--- src/rtl/dmem_display_arbiter.sv ---
// Shares the dmem port between the processor M stage and a per-frame snapshot burst for VGA.
// Define DMEM_ARB_DOUBLE_BUF_EN to double-buffer the snapshot so the VGA side only sees whole frames.
module dmem_display_arbiter #(
  parameter logic [31:0] BASE_ADDR = 32'd1000,
  parameter int          BURST_LEN = 8,
  parameter int          IDX_W     = 3
) (
  input  logic             clock,
  input  logic             reset,
  input  logic             screen_end,
  input  logic             proc_req,
  input  logic [31:0]      proc_addr,
  input  logic [31:0]      proc_data,
  input  logic             proc_wren,
  output logic [31:0]      proc_q,
  output logic [31:0]      mem_addr,
  output logic [31:0]      mem_data,
  output logic             mem_wren,
  input  logic [31:0]      mem_q,
  input  logic [IDX_W-1:0] rd_idx,
  output logic [31:0]      rd_word,
  output logic             busy,
  output logic             frame_done,
  output logic             overrun,
  input  logic             clr_overrun
);

  // state | meaning
  // IDLE  | waiting for the start of vertical blank
  // FETCH | issuing/capturing snapshot reads in processor-idle cycles
  typedef enum logic {IDLE, FETCH} state_t;

  localparam logic [IDX_W:0] LEN    = (IDX_W+1)'(BURST_LEN);
  localparam logic [IDX_W:0] LEN_M1 = (IDX_W+1)'(BURST_LEN - 1);

  state_t           state, next_state;
  logic             se_prev;
  logic [IDX_W:0]   issue_cnt, recv_cnt;
  logic             pend;
  logic [IDX_W-1:0] pend_idx;
  logic             trig, issue, done_cap;

  assign trig     = screen_end & ~se_prev;
  assign issue    = (state == FETCH) && !proc_req && (issue_cnt < LEN);
  assign done_cap = (state == FETCH) && pend && (recv_cnt == LEN_M1);
  assign busy     = (state == FETCH);
  assign proc_q   = mem_q;

  always_ff @(posedge clock or negedge reset) begin
    if (!reset) state <= IDLE;
    else        state <= next_state;
  end

  always_comb begin
    next_state = state;
    case (state)
      IDLE:    if (trig) next_state = FETCH;
      FETCH:   if (done_cap) next_state = IDLE;
      default: next_state = IDLE;
    endcase
  end

  // Processor always wins the port; the burst only fills its idle cycles.
  always_comb begin
    mem_addr = 32'd0;
    mem_data = 32'd0;
    mem_wren = 1'b0;
    if (proc_req) begin
      mem_addr = proc_addr;
      mem_data = proc_data;
      mem_wren = proc_wren;
    end else if (issue) begin
      mem_addr = BASE_ADDR + 32'(issue_cnt);
    end
  end

  always_ff @(posedge clock or negedge reset) begin
    if (!reset) begin
      se_prev    <= 1'b0;
      issue_cnt  <= '0;
      recv_cnt   <= '0;
      pend       <= 1'b0;
      pend_idx   <= '0;
      frame_done <= 1'b0;
      overrun    <= 1'b0;
    end else begin
      se_prev    <= screen_end;
      pend       <= issue;
      pend_idx   <= issue_cnt[IDX_W-1:0];
      frame_done <= done_cap;
      if (state == IDLE) begin
        if (trig) begin
          issue_cnt <= '0;
          recv_cnt  <= '0;
        end
      end else begin
        if (issue) issue_cnt <= issue_cnt + 1'b1;
        if (pend)  recv_cnt  <= recv_cnt + 1'b1;
      end
      if (trig && state == FETCH) overrun <= 1'b1;
      else if (clr_overrun)       overrun <= 1'b0;
    end
  end

`ifdef DMEM_ARB_DOUBLE_BUF_EN
  logic [31:0] snap [2][BURST_LEN];
  logic        front;

  always_ff @(posedge clock or negedge reset) begin
    if (!reset) begin
      front <= 1'b0;
      for (int b = 0; b < 2; b++)
        for (int i = 0; i < BURST_LEN; i++)
          snap[b][i] <= 32'd0;
    end else begin
      if (state == FETCH && pend) snap[~front][pend_idx] <= mem_q;
      if (done_cap) front <= ~front;
    end
  end

  assign rd_word = snap[front][rd_idx];
`else
  logic [31:0] snap [BURST_LEN];

  always_ff @(posedge clock or negedge reset) begin
    if (!reset) begin
      for (int i = 0; i < BURST_LEN; i++) snap[i] <= 32'd0;
    end else if (state == FETCH && pend) begin
      snap[pend_idx] <= mem_q;
    end
  end

  assign rd_word = snap[rd_idx];
`endif

endmodule

--- config.mk ---
export PLATFORM = sky130hd
export DESIGN_NAME = dmem_display_arbiter
export DESIGN_NICKNAME = d
export VERILOG_FILES = /design/src/rtl/dmem_display_arbiter.sv
export SDC_FILE = /design/constraint.sdc
export NUM_CORES = 1
export LEC_CHECK = 0
export BUFFER_PORTS_ARGS = -buffer_cell sky130_fd_sc_hd__buf_2
export CORE_MARGIN = 1
export CORE_UTILIZATION = 35
export DETAILED_ROUTE_END_ITERATION = 16
export HOLD_SLACK_MARGIN = 0.08
export PLACE_DENSITY = 0.58
export SLEW_MARGIN = 20
export SYNTH_ARGS = -nofsm -noshare
export SYNTH_HDL_FRONTEND = slang
export SYNTH_SLANG_ARGS = --single-unit
--- constraint.sdc ---
create_clock -name clock -period 2.3 [get_ports clock]
set_input_delay 0.23 -clock clock [delete_from_list [all_inputs] [get_ports clock]]
set_output_delay 0.23 -clock clock [all_outputs]
set_load 0.01 [all_outputs]
# Word-level counts from Yosys, hierarchy flattened
# Index checks and enable logic that the tools add are counted.
word_totals:
  ff_bits: 272
  latchBits: 0
  ram_bits: 0
  romBits: 0
  in_bits: 105
  output_inout_bits: 132
  wordCells: 62
  memories: 0
classes:
  addsub: 3
  multipliers: 0
  n_div: 0
  magnitude_cmp: 4
  n_eq_ne: 3
  n_shift: 0
  n_mux: 20
  bitwise_logic: 5
  n_reduce_logical: 11
op_table:
  columns: ["operator", "n"]
  rows:
  - ["$bwmux 256", 1]
  - ["$mux 32", 5]
  - ["$bmux 32 s3", 1]
  - ["$demux 32 s3", 1]
  - ["$mux 4", 5]
  - ["$add 10x4->11 const A", 1]
  - ["$mux 11", 1]
  - ["$add 4x1->4 const B", 2]
  - ["$ge 4x4->1 const B", 2]
  - ["$not 3->4", 2]
  - ["$logic_and 1x1->1", 6]
  - ["$mux 1", 5]
  - ["$eq 4x3->1 const B", 1]
  - ["$lt 4x1->1 const B", 1]
  - ["$lt 4x4->1 const B", 1]
  - ["$ne 2x1->1 const B", 2]
  - ["$reduce_and 2->1", 2]
  - ["$reduce_bool 2->1", 2]
  - ["$not 1->1", 2]
  - ["$pmux 1 s2", 1]
  - ["$and 1x1->1", 1]
  - ["$logic_not 1->1", 1]

# Longest topological paths before layout
depth:
  ltp_word: 6
  depth_mapped: 6
  depth_no_buf: 4

# Worst setup path after synthesis
# No wires, ideal clock.
synth_path:
  path_kind: "input port to output port"
  start: "input rd_idx[0]"
  end: "output rd_word[0]"
  t_arrival_ps: 1553
  required_time_ps: 2070
  slack_ps: 517
  path_stages: 4
  n_path_buf: 2
  cell_sequence: "buf_2 buf_2 mux4_2 mux2_2"
synth_between:
  elab_chain_cells: 4
synth_rtl:
  columns: ["element", "line_no", "rtl"]
  rows:
  - ["from (decl)", "20", "input logic [IDX_W-1:0] rd_idx,"]
  - ["$not 3->4 (not written as such)", "133", "assign rd_word = snap[rd_idx];"]
  - ["$bmux 32 s3", "133", null]
  - ["$mux 32 (not written as such) (2 in series)", "133", null]
  - ["to (decl)", "21", "output logic [31:0] rd_word,"]
# No other way between the ends. The select of a mux whose other input is x is not followed.

# Worst setup path in the final report
layout_path:
  start: "register state (netlist: busy)"
  end: "output mem_addr[0]"
layout_between:
  elab_chain_cells: 4
layout_rtl:
  columns: ["element", "line_no", "rtl"]
  rows:
  - ["from (decl)", "36", "state_t state, next_state;"]
  - ["from (signal assigned)", "51", "else state <= next_state;"]
  - ["$logic_and 1x1->1 (2 in series)", "44", "assign issue = (state == FETCH) && !proc_req && (issue_cnt < LEN);"]
  - ["$mux 11", "72", "end else if (issue) begin"]
  - ["$mux 32", "68", "if (proc_req) begin"]
  - ["to (decl)", "16", "output logic [31:0] mem_addr,"]
# No other way between the ends.

==> reports/metrics.csv <==
stage,metric,value,unit
status,status,"complete, but fails checks",
status,violated checks,design-rule violations,
sta,Fmax achieved,466,MHz
cells_and_area,Fillers,3212,
clock_tree,htree depth,1,
clock_tree,clock tree buffer depth,3,
cells_and_area,FF+latch area,0.00681,mm2
yosys,synthesized cell area,0.0127,mm2
detailed_routing,final wirelength,29.5,mm
placed_design,post-DP HPWL,18.2,mm
sta,Slew headroom,64.2,%
power,power consumption,18600,uW
worst_setup_path,CP arrival,1920,ps
placed_design,placed instance count,1465,
global_routing,largest net degree at the start of global routing,67,
detailed_routing,Via Count,7702,
worst_hold_path,worst min-delay path class,in -> reg,
clock_tree,Post-CTS Setup Inserts,0,
clock_tree,CTS sink cnt,272,
yosys,ys async rst share,100,%
floorplan,initial core utilization,35.6,%
detailed_routing,Vias/cell,4.95,
yosys,Synthesis Warnings,0,
sta,RSZ-0062 raised after global routing,no,
sta,Slew @ Worst Pin,535,ps
clock_tree,clk root buf,clkbuf_16,
power,internal power,13500,uW
clock_tree,CTS buffer count,31,
power,Sequential Power Share,44.1,%
sta,Slew Limit Fails,0,
power,Comb pwr share,30.4,%
global_routing,initial antenna violation count,0,
floorplan,Die X,193,um
yosys,post-synth top area cell,dfrtp_1,
worst_setup_path,Worst setup EP type,output port,
yosys,top_reg_cell synth,dfrtp_1,
detailed_routing,post-route ant nets,0,
yosys,largest cells by area after synthesis,"dfrtp_1 54%, mux2_2 21%, mux4_2 11%",
sta,Fin Hold WS,213,ps
cells_and_area,antenna cell count,0,
sta,total negative slack,0,ps
yosys,Unique masters post-synth,33,
detailed_routing,Initial DRC Count,273,
yosys,most frequent cell after synthesis,dfrtp_1,
worst_setup_path,startpoint type of the worst setup path,flip-flop,
floorplan,die height,193,um
clock_tree,clk_lat worst skew,540,ps
sta,Max Clock Skew,7.17,ps
power,Clock power frac,25.5,%
clock_tree,TritonCTS clock tree,done,
placed_design,routability cong.,0.829,
sta,final worst slack,155,ps
detailed_routing,DRC viols,18,
placed_design,pre-CTS setup slack,316,ps
yosys,syn avg cell area,15.5,um2
worst_setup_path,critical setup path kind,reg -> out,
power,Net Sw Frac,27.4,%
worst_setup_path,Crit Path Max Fanout,14,
detailed_routing,1st-pass router iterations,10,
placed_design,port bufs,236,
worst_setup_path,crit path from,busy,
detailed_routing,WL per Instance,19.0,um
worst_setup_path,worst reg-to-reg setup slack,320,ps
yosys,top cell type's share of synthesized area,53.6,%
worst_setup_path,WP data required,2070,ps
yosys,"top cells by count, synth","272 x dfrtp_1, 240 x mux2_2, 64 x mux4_2",
global_routing,first-pass GRT wire length,46.7,mm
cells_and_area,Layout area overhead,23.8,%
floorplan,core area,0.0357,mm2
yosys,Post-synth EDFFs,0,
power,Peak VDD IR,0.550,mV
power,power density cells,1180,mW/mm2
yosys,post-synth net total,925,
worst_setup_path,CP endpoint,mem_addr[0],
global_routing,total gr overflow,0,
floorplan,I/O Pins,237,
cells_and_area,area occupied by multi-input gates,0.00544,mm2
cells_and_area,layout cells sized above 1,57.5,%
yosys,"flops & latches, synth",272,
sta,post-route clock period utilization,93.3,%
clock_tree,Clock Pin Slew Worst Setup and Hold Paths,60,ps
sta,count of final hold-check violations,0,
worst_setup_path,reg-to-reg critical path endpoint,snap[250],
floorplan,DIE AREA,0.0371,mm2
worst_setup_path,worst reg2reg path depth,3,
floorplan,row count,69,
yosys,register area share after synthesis,53.6,%
cells_and_area,# nets final,1179,
worst_setup_path,worst reg2reg path startpoint,pend_idx[1],
global_routing,vias in the first global route,8056,
power,switching power,5110,uW
cells_and_area,Final Non-Filler Cells,1555,
run,max-cap violations,0,
global_routing,All-Layer GR Usage,16.5,%
power,Leak,0.00713,uW
sta,# setup viols final,0,
sta,Final min period,2150,ps
yosys,Syn Inst Count,818,
-- final cells by class --
| type | count | area share [%] |
|---|---|---|
| clock inverters | 7 | 0.572 |
| repair buffers | 306 | 12.2 |
| inverters | 2 | 0.0477 |
| multi-input cells | 459 | 34.6 |
| well taps | 461 | 3.67 |
| clock buffers | 48 | 5.72 |
| flip-flops and latches | 272 | 43.3 |
-- flip-flops by register name, indices dropped and copies added (netlist names) --
signal,cells
snap,256
issue_cnt,4
recv_cnt,4
pend_idx,3
busy,1
frame_done,1
overrun,1
pend,1
se_prev,1
-- critical path: stages, from the launching register on --
cell and delay (ps):
dfrtp_1 380, buf_4 170, nor3b_1 200, buf_4 240, a22o_1 230, buf_2 160
-- metal layers --
| layer | global-route usage [%] | share of wire, % | up-vias |
|---|---|---|---|
| met2 | 28.0 | 49 | 195 |
| met5 | 0 | 0 | - |
| li1 | - | - | 3466 |
| met1 | 22.6 | 46 | 4006 |
| met3 | 2.13 | 3.9 | 35 |
| met4 | 3.24 | 1.4 | 0 |
-- kinds of logic (layout without fill, tap and decap cells) --
logic type | after synthesis | in the layout | share of synthesized area [%]
simple gates | 85 | 85 | 4.16
flops | 272 | 272 | 53.6
mux | 355 | 355 | 37.1
compound gates | 16 | 16 | 0.896
buf+inv | 87 | 363 | 4.01
fa+ha+maj | 2 | 2 | 0.197
xor+xnor | 1 | 1 | 0.0689
-- cells in the final DEF (no fill, tap or decap), drive strengths merged --
cell type / netlist / final
nand2: 5 / 5
nor2: 6 / 6
a21oi: 2 / 2
mux2: 290 / 290
o21ai: 3 / 3
dlygate4sd3: 0 / 35
clkinv: 0 / 3
or3b: 1 / 1
xnor2: 1 / 1
nor4bb: 1 / 1
bufinv: 0 / 2
nor3: 3 / 3
nand3: 3 / 3
and2: 57 / 57
nand3b: 1 / 1
a21o: 6 / 6
a22o: 4 / 4
or4: 1 / 1
nand2b: 2 / 2
dfrtp: 272 / 272
nand4: 1 / 1
clkinvlp: 0 / 2
clkbuf: 19 / 48
and4b: 1 / 1
mux2i: 1 / 1
a41oi: 1 / 1
mux4: 64 / 64
nor3b: 2 / 2
inv: 2 / 2
or3: 1 / 1
buf: 66 / 271
ha: 2 / 2
-- power by group through the flow --
stage | sequential, uW | clock (uW) | combinational [uW]
after CTS | 8220 | 4900 | 5790
final | 8210 | 4740 | 5660
after global placement | 8220 | 0 | 5590
after floorplan | 7880 | 0 | 4290
after detailed placement | 8290 | 0 | 5730
after global routing | 8550 | 5100 | 6200
-- worst min-delay path by stage --
stage          cells after the start      from       to
2_1_floorplan                      0     reset     busy
4_1_cts                            3  proc_req     pend
3_3_place_gp                       1     reset  overrun
5_1_grt                            3  proc_req     pend
6_report                           3  proc_req     pend
3_5_place_dp                       1     reset  overrun
-- through the flow --
stage                     util [%]  instance area (um2)
after floorplan                  -                12700
after global placement        40.4                14400
after detailed placement      40.4                14400
after CTS                     44.1                15700
after global routing          44.1                15700
final                         44.1                15700
-- timing repair --
item                      in CTS  in global routing
hold buffers                  35                  0
hold endpoints to repair     341                  0
gates resized for setup        0                  0
Power figures use the tool's default switching activity.
